## src/rtl/mem_stage.sv

```systemverilog
// mem_stage: memory-access pipeline stage between EX/MEM and write-back.
// Performs loads/stores over a req/ack data-memory port, aligns and extends
// load data, replicates store data across lanes and stalls upstream while
// a transaction is outstanding. Unanswered requests are aborted after TIMEOUT.
module mem_stage #(
    parameter int TIMEOUT = 255
) (
    input  logic        CLK,
    input  logic        RESET,
    input  logic        valid_IN,
    input  logic [31:0] aluResult_IN,
    input  logic [31:0] storeData_IN,
    input  logic [4:0]  writeRegister_IN,
    input  logic        do_writeback_IN,
    input  logic        MemRead_IN,
    input  logic        MemWrite_IN,
    input  logic        MemtoReg_IN,
    input  logic [1:0]  memSize_IN,
    input  logic        memSigned_IN,
    output logic        dmem_req,
    output logic        dmem_we,
    output logic [31:0] dmem_addr,
    output logic [31:0] dmem_wdata,
    output logic [3:0]  dmem_be,
    input  logic        dmem_ack,
    input  logic [31:0] dmem_rdata,
    output logic        stall_OUT,
    output logic [31:0] aluResult1,
    output logic [31:0] Data_input1,
    output logic [4:0]  writeRegister1,
    output logic        MemtoReg1,
    output logic        do_writeback1,
    output logic        misaligned_OUT,
    output logic        bus_error_OUT
);

    typedef enum logic {IDLE, ACCESS} state_t;

    localparam logic [7:0] TO_LAST = 8'(TIMEOUT - 1);

    state_t      state_q, state_d;
    logic [7:0]  cnt_q, cnt_d;

    logic [31:0] addr_q, wdata_q;
    logic        we_q, sgn_q, mtr_q, wb_q;
    logic [3:0]  be_q;
    logic [1:0]  size_q;
    logic [4:0]  wr_q;

    logic [31:0] alu_d, data_d;
    logic [4:0]  wr_d;
    logic        mtr_d, wb_d, mis_d, berr_d;
    logic        latch_en, stall_c, mem_op, misaligned;

    function automatic logic [3:0] lane_be(input logic [1:0] size, input logic [1:0] off);
        case (size)
            2'd0:    lane_be = 4'b0001 << off;
            2'd1:    lane_be = off[1] ? 4'b1100 : 4'b0011;
            default: lane_be = 4'b1111;
        endcase
    endfunction

    function automatic logic [31:0] lane_wdata(input logic [1:0] size, input logic [31:0] d);
        case (size)
            2'd0:    lane_wdata = {4{d[7:0]}};
            2'd1:    lane_wdata = {2{d[15:0]}};
            default: lane_wdata = d;
        endcase
    endfunction

    // Size 3 is handled as a word, so size[1] covers both word encodings.
    function automatic logic is_misaligned(input logic [1:0] size, input logic [1:0] off);
        is_misaligned = ((size == 2'd1) && off[0]) || (size[1] && (off != 2'd0));
    endfunction

    function automatic logic [31:0] load_extract(input logic [1:0] size, input logic [1:0] off,
                                                 input logic sgn, input logic [31:0] rdata);
        logic [7:0]  b;
        logic [15:0] h;
        case (off)
            2'd0:    b = rdata[7:0];
            2'd1:    b = rdata[15:8];
            2'd2:    b = rdata[23:16];
            default: b = rdata[31:24];
        endcase
        h = off[1] ? rdata[31:16] : rdata[15:0];
        case (size)
            2'd0:    load_extract = {{24{sgn & b[7]}}, b};
            2'd1:    load_extract = {{16{sgn & h[15]}}, h};
            default: load_extract = rdata;
        endcase
    endfunction

    assign mem_op     = MemRead_IN | MemWrite_IN;
    assign misaligned = is_misaligned(memSize_IN, aluResult_IN[1:0]);

    // Next state, timeout counting and write-back values; ack beats timeout.
    always_comb begin
        state_d  = state_q;
        cnt_d    = cnt_q;
        latch_en = 1'b0;
        stall_c  = 1'b0;
        alu_d    = 32'd0;
        data_d   = 32'd0;
        wr_d     = 5'd0;
        mtr_d    = 1'b0;
        wb_d     = 1'b0;
        mis_d    = 1'b0;
        berr_d   = 1'b0;
        case (state_q)
            IDLE: begin
                if (valid_IN) begin
                    if (!mem_op) begin
                        alu_d = aluResult_IN;
                        wr_d  = writeRegister_IN;
                        mtr_d = MemtoReg_IN;
                        wb_d  = do_writeback_IN;
                    end else if (misaligned) begin
                        mis_d = 1'b1;
                    end else begin
                        latch_en = 1'b1;
                        stall_c  = 1'b1;
                        cnt_d    = 8'd0;
                        state_d  = ACCESS;
                    end
                end
            end
            ACCESS: begin
                if (dmem_ack) begin
                    state_d = IDLE;
                    alu_d   = addr_q;
                    data_d  = we_q ? 32'd0 : load_extract(size_q, addr_q[1:0], sgn_q, dmem_rdata);
                    wr_d    = wr_q;
                    mtr_d   = mtr_q;
                    wb_d    = wb_q & ~we_q;
                end else if (cnt_q == TO_LAST) begin
                    state_d = IDLE;
                    cnt_d   = 8'd0;
                    berr_d  = 1'b1;
                end else begin
                    cnt_d   = cnt_q + 8'd1;
                    stall_c = 1'b1;
                end
            end
            default: state_d = IDLE;
        endcase
    end

    assign stall_OUT  = RESET & stall_c;
    assign dmem_req   = (state_q == ACCESS);
    assign dmem_addr  = {addr_q[31:2], 2'b00};
    assign dmem_we    = we_q;
    assign dmem_wdata = wdata_q;
    assign dmem_be    = be_q;

    // FSM state and timeout counter.
    always_ff @(posedge CLK or negedge RESET) begin
        if (!RESET) begin
            state_q <= IDLE;
            cnt_q   <= 8'd0;
        end else begin
            state_q <= state_d;
            cnt_q   <= cnt_d;
        end
    end

    // Capture the accepted memory op so the bus stays stable until ack.
    always_ff @(posedge CLK or negedge RESET) begin
        if (!RESET) begin
            addr_q  <= 32'd0;
            wdata_q <= 32'd0;
            we_q    <= 1'b0;
            be_q    <= 4'd0;
            size_q  <= 2'd0;
            sgn_q   <= 1'b0;
            wr_q    <= 5'd0;
            mtr_q   <= 1'b0;
            wb_q    <= 1'b0;
        end else if (latch_en) begin
            addr_q  <= aluResult_IN;
            wdata_q <= lane_wdata(memSize_IN, storeData_IN);
            we_q    <= MemWrite_IN;
            be_q    <= lane_be(memSize_IN, aluResult_IN[1:0]);
            size_q  <= memSize_IN;
            sgn_q   <= memSigned_IN;
            wr_q    <= writeRegister_IN;
            mtr_q   <= MemtoReg_IN;
            wb_q    <= do_writeback_IN;
        end
    end

    // Write-back register and one-cycle status pulses.
    always_ff @(posedge CLK or negedge RESET) begin
        if (!RESET) begin
            aluResult1     <= 32'd0;
            Data_input1    <= 32'd0;
            writeRegister1 <= 5'd0;
            MemtoReg1      <= 1'b0;
            do_writeback1  <= 1'b0;
            misaligned_OUT <= 1'b0;
            bus_error_OUT  <= 1'b0;
        end else begin
            aluResult1     <= alu_d;
            Data_input1    <= data_d;
            writeRegister1 <= wr_d;
            MemtoReg1      <= mtr_d;
            do_writeback1  <= wb_d;
            misaligned_OUT <= mis_d;
            bus_error_OUT  <= berr_d;
        end
    end

endmodule

```

## config.mk

```make
export PLATFORM = sky130hd
export DESIGN_NAME = mem_stage
export DESIGN_NICKNAME = d
export VERILOG_FILES = /design/src/rtl/mem_stage.sv
export SDC_FILE = /design/constraint.sdc
export NUM_CORES = 1
export LEC_CHECK = 0
export ABC_AREA = 1
export CAP_MARGIN = 30
export CORE_MARGIN = 4
export CORE_UTILIZATION = 45
export DETAILED_ROUTE_END_ITERATION = 8
export PLACE_DENSITY = 0.77
export SYNTH_ARGS = -nofsm -noshare
export SYNTH_HDL_FRONTEND = slang
export SYNTH_SLANG_ARGS = --single-unit
```

## constraint.sdc

```tcl
create_clock -name CLK -period 2.76 [get_ports CLK]
set_clock_uncertainty 0.2 [all_clocks]
set_input_delay 0.414 -clock CLK [delete_from_list [all_inputs] [get_ports CLK]]
set_output_delay 0.414 -clock CLK [all_outputs]
set_load 0.03 [all_outputs]
```

* Yosys cells after proc, flatten, opt, wreduce, memory -nomap -nowiden
Index checks and enable logic that the tools add are counted.
** Storage, ports and cells
- Output and inout port bits :: 144
- Input port bits :: 112
- Memories kept :: 0
- Word-level logic and storage cells :: 91
- Latch bits :: 0
- Register bits :: 161
- Memory bits (writable) :: 0
- Bits in read-only memories :: 0
** Cells by class
- Equal/unequal tests :: 9
- Bitwise logic cells :: 7
- Reductions and logical operators :: 8
- Muxes and demuxes :: 47
- Magnitude comparators :: 0
- Shift operators :: 1
- $add $sub $neg :: 1
- Multiply operators :: 0
- Div/mod/pow operators :: 0
** Operators with widths (count)
- $mux W32 :: 6
- $pmux W32 S2 :: 3
- $mux W8 :: 7
- $pmux W8 S3 :: 1
- $mux W1 :: 19
- $mux W16 :: 1
- $pmux W8 S2 :: 1
- $mux W5 :: 3
- $pmux W5 S2 :: 1
- $add A8 B1 Y8 const B :: 1
- $eq A8 B8 Y1 const B :: 1
- $ne A2 B2 Y1 const B :: 4
- $pmux W4 S2 :: 1
- $eq A2 B1 Y1 const B :: 3
- $logic_not A2 Y1 :: 3
- $pmux W1 S2 :: 3
- $and A1 B1 Y1 :: 4
- $mux W4 :: 1
- $reduce_and A4 Y1 :: 1
- $shl A1 B2 Y4 const A :: 1
- $eq A2 B2 Y1 const B :: 1
- $logic_and A1 B1 Y1 :: 2
- $not A1 Y1 :: 2
- $reduce_bool A2 Y1 :: 1
- 2 further kinds :: 2

* Depth between registers and ports, before layout
- Depth in word-level cells :: 9
- Depth in mapped cells :: 9
- Depth with buffers taken out :: 9

* Worst setup path after synthesis
OpenSTA, ideal clock, no wires.
- Kind :: register to output
- From :: register state_q (netlist: dmem_req)
- To :: output stall_OUT
- Buffers on the path :: 2
- Path slack :: 0.243 ns
- Required time :: 2.146 ns
- Cell stages (with the launch flop) :: 6
- Arrival :: 1.903 ns
- Path through :: dfrtp_1 -> buf_2 -> nor3_2 -> nand2_2 -> clkbuf_1 -> a21boi_0
** Between the ends
- Longest elaborated chain between the ends :: 3
** Ends and longest elaborated chain
- start: declaration :: line 41 : state_t state_q, state_d;
- start signal: assignment :: line 162 : state_q <= state_d;
- $not A1 Y1
- $pmux W1 S2 * :: line 110 : case (state_q)
- $and A1 B1 Y1 * :: line 149 : assign stall_OUT = RESET & stall_c;
- end: declaration :: line 27 : output logic stall_OUT,
Every way passes the cells marked *; elsewhere a longest branch is shown, timed or not.

* Worst setup path after layout
- From :: input MemWrite_IN
- To :: output stall_OUT
** Between the ends
- Longest elaborated chain between the ends :: 5
** Ends and longest elaborated chain
- start: declaration :: line 16 : input logic MemWrite_IN,
- $or A1 B1 Y1 :: line 94 : assign mem_op = MemRead_IN | MemWrite_IN;
- $mux W1 :: line 113 : if (!mem_op) begin
- $mux W1 :: line 112 : if (valid_IN) begin
- $pmux W1 S2 :: line 110
- $and A1 B1 Y1 :: line 149
Every way passes these cells.

==> impl_summary.txt <==
----------------------------------------------------
[Power and ir drop]
  Leakage power of the design ... 4.82 nW
  Logic pwr share ... roughly a third
  Switching power summed over all nets ... between 0.002 and 0.003 W
  P per Cell Area ... 752 nW/um^2
  Part of the power in registers ... between 30% and 40%
  Cell internal pwr ... ~0.0049 W
  Final total power ... around 0.0077 W
  Sw Share ... between 30% and 40%
  Worst-case vdd ir drop ... around 420 uV
  Share of power burned in the clock network ... around 29%

[Worst setup path]
  Worst path max stage delay ... between 0.5 and 0.6 ns
  Reg2Reg Setup Slack ... roughly 0.62 ns
  Worst path depth ... 6
  Worst path bufs/invs ... 2
  Sort of element at the end of the critical path ... output port
  Reg-to-reg critical path endpoint ... Data_input1[14]
  Critical Path Start Type ... input port
  Largest delay contributor family on the critical path ... buffers and inverters
  FF-to-FF Start ... dmem_req
  Worst Path Arrival ... 1.83 ns
  Critical path class ... in2out
  Depth of the most critical reg-to-reg path ... 7
  Highest-delay cell along the critical path ... clkdlybuf4s50_1
  Req. time, crit path ... 2.15 ns
  Critical path cell sequence ... clkdlybuf4s50_1 -> nor2_1 -> nor3_2 -> nand2_4 -> a21boi_0 -> buf_4
  Largest fanout on the critical path ... 18

[Synth]
  Post-synth EDFFs ... 0
  Leading cell types by total area after synthesis ... dfrtp_1 (56%), nand2_1 (9.5%), o21ai_0 (8.9%)
  Distinct cell type count after synthesis ... 39
  Proportion of netlist area held by the largest area contributor ... roughly 56%
  Flip-flop and latch count after synthesis ... 161
  Most common flop cell mapped by yosys ... dfrtp_1
  Gate count after technology mapping ... about 830
  Warning count from the yosys run ... 0
  Async set-or-reset flop fraction in the synthesized netlist ... 100%
  Post-Synthesis Mean Instance Area ... a little under 9 um^2
  Sequential fraction of the synthesis area ... a little under three fifths
  Cell taking the most area after synthesis ... dfrtp_1
  Area of the mapped netlist ... slightly above 7000 um^2

[Timing]
  Setup repair after global routing missed its margin ... no
  Final critical delay including setup and external delays ... 2.45 ns
  Max-slew violation count ... 0
  Setup WS post-layout ... around 0.31 ns
  Least-Margin Pin Slew ... between 0.8 and 0.9 ns
  Min Hold Slack ... 0.281 ns
  Final Hold Violating Endpoints ... 0
  Ratio of final minimum period to clock period ... between 80% and 90%
  Max_slew headroom ... 45.6%
  Setup Viol. Count Final ... 0
  FMAX ... about 400 MHz
  Setup TNS ... 0 ns

[Routing]
  Router iterations before antenna repair ... 4
  Final routed wire length divided by cell count ... around 16 um
  Count of routing violations after the opening detailed-route iteration ... between 400 and 500
  Per-cell via count in the routed design ... between 5 and 6
  Number of DRC violations after detailed routing ... 0
  Detailed-route via count ... around 6400
  DRT antenna net count ... 0
  Final Routed Wirelength ... 20700 um

[Finish]
  Area Growth Syn to Fin ... 42.6%
  Most frequent standard cell in the layout excluding fill and tap cells ... clkdlybuf4s50_1
  Number of fill cells ... about 1300
  Nets ... roughly 1200
  N_diodes ... 0
  Fraction of layout cells with a size suffix above 1 ... between 6 and 7%
  Post-layout instance area ... between 10000 and 15000 um^2
  Highest-count cells in the layout ignoring fill and taps ... clkdlybuf4s50_1 (251), nand2_1 (181), dfrtp_1 (160)

[Clock network]
  Number of levels in the clock H-tree ... 4
  TritonCTS Buffers ... 17
  Num Clock Sinks ... 161
  Clock latency of the later-clocked register in the worst-skew pair ... 0.42 ns
  Largest buffer count on any clock path ... 2
  Post-CTS clock slew at the launch and capture registers of the worst setup and hold paths ... around 0.070 ns
  TritonCTS clock tree ... built
  Number of hold buffers added after cts ... 1
  Quantity of gates resized following cts ... 0
  Post-CTS setup buffers ... 0
  Clk root buf ... clkbuf_16

[Min path]
  Worst hold start ... dmem_wdata[3]
  End point of the worst hold path ... dmem_wdata[3]
  Hold Crit Depth ... 2
  Type of the most critical hold path ... reg2reg

[GRT]
  Maximum number of pins on one net before global-route repair ... approximately 100
  Gr usage total ... 23.0%
  Antenna violations before repair ... 0
  Remaining global-route overflow ... 0
  Wire length of the first global-routing pass ... approximately 33000 um
  Vias in the first global route ... approximately 6200

[Status]
  Status ... complete, no violations

[Placement]
  Cell area after placement ... slightly below 10000 um^2
  Post-DP HPWL ... about 15000 um
  Routability congestion estimate from global placement ... between 0.8 and 0.9
  Worst setup timing slack at the placement stage ... slightly above 0.3 ns
  Count of buffers from port buffering ... 253

[Die]
  Die Ht ... roughly 130 um
  Die W ... between 100 and 150 um
  Starting utilization of the core area ... between 40 and 50%
  Area of the core ... ~15000 um^2
  Floorplan row count ... 45
  Area of the die ... roughly 18000 um^2
  Number of top-level pins ... around 260

[Run]
  Max-cap violations ... 0

----------------------------------------------------
metal layers:
metal  up-vias  track usage (%)  part of all wire [%]
li1       3064                -                     -
met1      2997             28.4                    41
met2       261             37.9                    48
met3        31             8.36                   9.1
met4         0             7.18                   1.9
met5         -                0                     0
synthesized netlist by cell type, types with 2 or more instances:
| cell | instances |
|---|---|
| a21oi_1 | 26 |
| buf_1 | 4 |
| a31oi_1 | 3 |
| nand3b_1 | 3 |
| dfrtp_1 | 161 |
| o22ai_1 | 2 |
| clkbuf_1 | 18 |
| or2_1 | 5 |
| xor2_1 | 3 |
| inv_2 | 2 |
| buf_2 | 13 |
| o21ai_0 | 127 |
| ha_1 | 2 |
| o21ai_1 | 5 |
| clkinv_1 | 2 |
| inv_1 | 64 |
| buf_6 | 5 |
| nand4_1 | 2 |
| buf_4 | 34 |
| nand3_1 | 67 |
| nor2_1 | 76 |
| or2_2 | 6 |
| nor2_2 | 2 |
| nand2_1 | 181 |
flip-flops by register name, indices dropped and copies added (netlist names):
register	cells
Data_input1	32
addr_q	32
aluResult1	32
dmem_wdata	32
cnt_q	8
wr_q	5
writeRegister1	5
dmem_be	4
size_q	2
MemtoReg1	1
bus_error_OUT	1
dmem_req	1
dmem_we	1
do_writeback1	1
misaligned_OUT	1
mtr_q	1
sgn_q	1
wb_q	1
worst register-to-register path, cell delays in order, from the launching register on:
cell and delay, ns:
dfrtp_2 0.42, buf_4 0.47, nand2_1 0.21, nor2_4 0.20, inv_1 0.24, a21oi_1 0.19, nand2_1 0.09, inv_1 0.05
per-stage QoR:
| stage | instances | utilization, % |
|---|---|---|
| global placement | 1233 | 62.8 |
| floorplan | 829 | - |
| detailed placement | 1233 | 62.8 |
| CTS | 1266 | 66.4 |
| finish | 1266 | 66.4 |
| global route | 1266 | 66.4 |
logic make-up after synthesis:
kind of cell               share of synthesized area, %
buffers and inverters                              10.0
and+or+nand+nor                                    20.9
adders and majority gates                         0.349
other                                            0.0524
AOI/OAI and AO/OA                                  12.0
DFF                                                56.3
xor gates and xnor gates                          0.367
how the worst max path moves through the flow:
stage / slack [ns] / from / to
6_report: 0.31 / MemWrite_IN / stall_OUT
5_1_grt: 0.14 / cnt_q[0] / stall_OUT
4_1_cts: 0.31 / MemWrite_IN / stall_OUT
3_5_place_dp: 0.31 / MemWrite_IN / cnt_q[3]
3_3_place_gp: 0.39 / MemWrite_IN / stall_OUT
2_1_floorplan: 0.24 / dmem_req / stall_OUT
area by class of cell:
class	instances	area (um^2)	share of cell area (%)
flip-flops and latches	161	4030	39.5
repair buffers	269	2690	26.4
multi-input cells	525	2420	23.7
clock buffers	17	425	4.17
well taps	211	264	2.59
inverters	68	255	2.50
clock inverters	15	124	1.21
power groups by stage:
stage,clock network (W),registers [W],logic [W]
after floorplan,0,0.00342,0.00111
after global placement,0,0.00304,0.00244
after detailed placement,0,0.00305,0.00247
after CTS,0.00224,0.00301,0.00248
after global routing,0.00234,0.00307,0.00265
final,0.00220,0.00301,0.00246
Note: power is estimated with default switching activity, not from simulation.
==> patch, RTL diff (same settings) <==
Take the reset off `Data_input1` and load it in a clocked block of its own.
--- a/src/rtl/mem_stage.sv
+++ b/src/rtl/mem_stage.sv
@@ -193,7 +193,6 @@
     always_ff @(posedge CLK or negedge RESET) begin
         if (!RESET) begin
             aluResult1     <= 32'd0;
-            Data_input1    <= 32'd0;
             writeRegister1 <= 5'd0;
             MemtoReg1      <= 1'b0;
             do_writeback1  <= 1'b0;
@@ -201,7 +200,6 @@
             bus_error_OUT  <= 1'b0;
         end else begin
             aluResult1     <= alu_d;
-            Data_input1    <= data_d;
             writeRegister1 <= wr_d;
             MemtoReg1      <= mtr_d;
             do_writeback1  <= wb_d;
@@ -210,5 +208,9 @@
         end
     end
 
+    always_ff @(posedge CLK) begin
+        Data_input1 <= data_d;
+    end
+
 endmodule
 
Check against the original RTL: differs if RESET is asserted again (counterexample within 4 cycles, from zero or initial values and one cycle with RESET low); with RESET held inactive, the same outputs for 4 cycles.
==> patch against the unedited design <==
First-iteration DRC count is 25% lower; cell area is 1.7% lower; global-route usage is 0.53 points lower; via count is 0.49% lower; total power is 0.39% lower; worst setup slack better by 0.12 ns; routed wire length is 4.5% lower; sequential share of layout area is 0.91 points lower; sequential cell count stayed put; critical path type unchanged; core utilization is 0.92 points lower; fmax is 5.2% higher; area after synthesis is 1.3% lower.
==> patch: results <==
{
  "status": "finished clean",
  "synth-edff-count": 0,
  "clockBufferDepth": 2,
  "fin_nets": 1169,
  "cts.htree.levels": 4,
  "io_buffer_count": 253,
  "gr-usage-all-layers": 0.225,
  "n_fill_cell": 1301,
  "worst_pin_slew_ns": 0.675,
  "totalWireLength_mm": 19.8,
  "synth_cell_type_count": 34,
  "yosys-top-cells-area": "dfrtp_1 (46%), nand2_1 (15%), dfxtp_1 (9.1%), o21ai_0 (5.0%), buf_4 (3.8%)",
  "dr_total_vias": 6322,
  "antenna_found_initial": 0,
  "holdBufCountCts": 1,
  "grt_first_pass_wirelength_mm": 31.7,
  "cts_made_buffers": 17,
  "ir_drop_v": 0.000408,
  "cellLeakagePower_nw": 4.74,
  "drive_above_1_share": 0.0562,
  "async_flop_share": 0.801,
  "clock-root-buffer": "clkbuf_16",
  "grt_pass1_vias": 6135,
  "synth_warnings": 0,
  "hold_class": "reg -> reg",
  "antennaDiodeCount": 0,
  "first_iter_violations": 370,
  "synthTopCellsByCount": "nand2_1 (279), dfrtp_1 (129), inv_1 (72)",
  "worst-path-max-fanout": 8,
  "cts-resized-gates": 0,
  "first_pass_iters": 5,
  "gp_congestion": 0.906,
  "hpwl_mm": 14.2,
  "cts.reportedPaths.clkPinSlew_ns": 0.06,
  "ys_seq_area_frac": 0.547,
  "rrSetupSlack_ns": 0.60,
  "crit_arrival_ns": 1.71,
  "grt_max_degree": 130
}
[patch: stage by stage]
stage,setup slack [ns],hold WS [ns],instance area [µm²],power (W),std cells
3_5_place_dp,0.383,0.264,9460,0.00547,1246
4_1_cts,0.408,0.281,10000,0.00772,1279
6_report,0.434,0.277,10000,0.00765,1279
3_3_place_gp,0.422,0.258,9460,0.00543,1246
2_1_floorplan,0.715,-0.0816,7070,0.00454,842
5_1_grt,0.270,0.306,10000,0.00804,1279
[patch: kinds of logic after synthesis]
family,count (synthesis),share of synthesized area
adder cells (fa/ha/maj),2,0.00354
XOR/XNOR,2,0.00248
other,1,0.000531
AO/OA/AOI/OAI,167,0.124
buffers and inverters,151,0.115
AND/OR/NAND/NOR,357,0.207
flip-flops,161,0.547
[patch: area by class of cell]
class                           count  area share
Timing Repair Buffer              266       0.263
Sequential cell                   161       0.386
Multi-Input combinational cell    530       0.238
Tap cell                          211      0.0263
Clock inverter                      7     0.00461
Clock buffer                       25      0.0516
Inverter                           79      0.0300
[patch: final timing paths]
path | from | end | depth (start not counted)
hold / removal | dmem_wdata[3] | dmem_wdata[3] | 2
max in group asynchronous | RESET | dmem_be[1] | 3
setup reg to reg | addr_q[1] | Data_input1[10] | 5
setup / recovery | memSize_IN[1] | stall_OUT | 8
hold reg to reg | dmem_wdata[3] | dmem_wdata[3] | 2
min in group asynchronous | RESET | addr_q[16] | 3
[patch: layer usage]
layer  GRT usage  part of all wire  wire length (µm)
met5           0                 0                 0
met4       0.101             0.033               653
met3      0.0819             0.099              1970
met2       0.359              0.48              9440
met1       0.274              0.39              7740
[patch: power breakdown]
part | internal, W | switching, W | leakage, nW
clock | 0.00131 | 0.000919 | 0.278
sequential | 0.00273 | 0.000263 | 1.92
combinational | 0.000979 | 0.00145 | 2.55
[patch: worst max-delay path, stage by stage]
cell,delay (ns)
clkdlybuf4s50_1,0.58
nand2_1,0.07
nand2_1,0.07
nand2_2,0.09
nand2_8,0.10
inv_2,0.04
o21a_1,0.17
buf_4,0.16
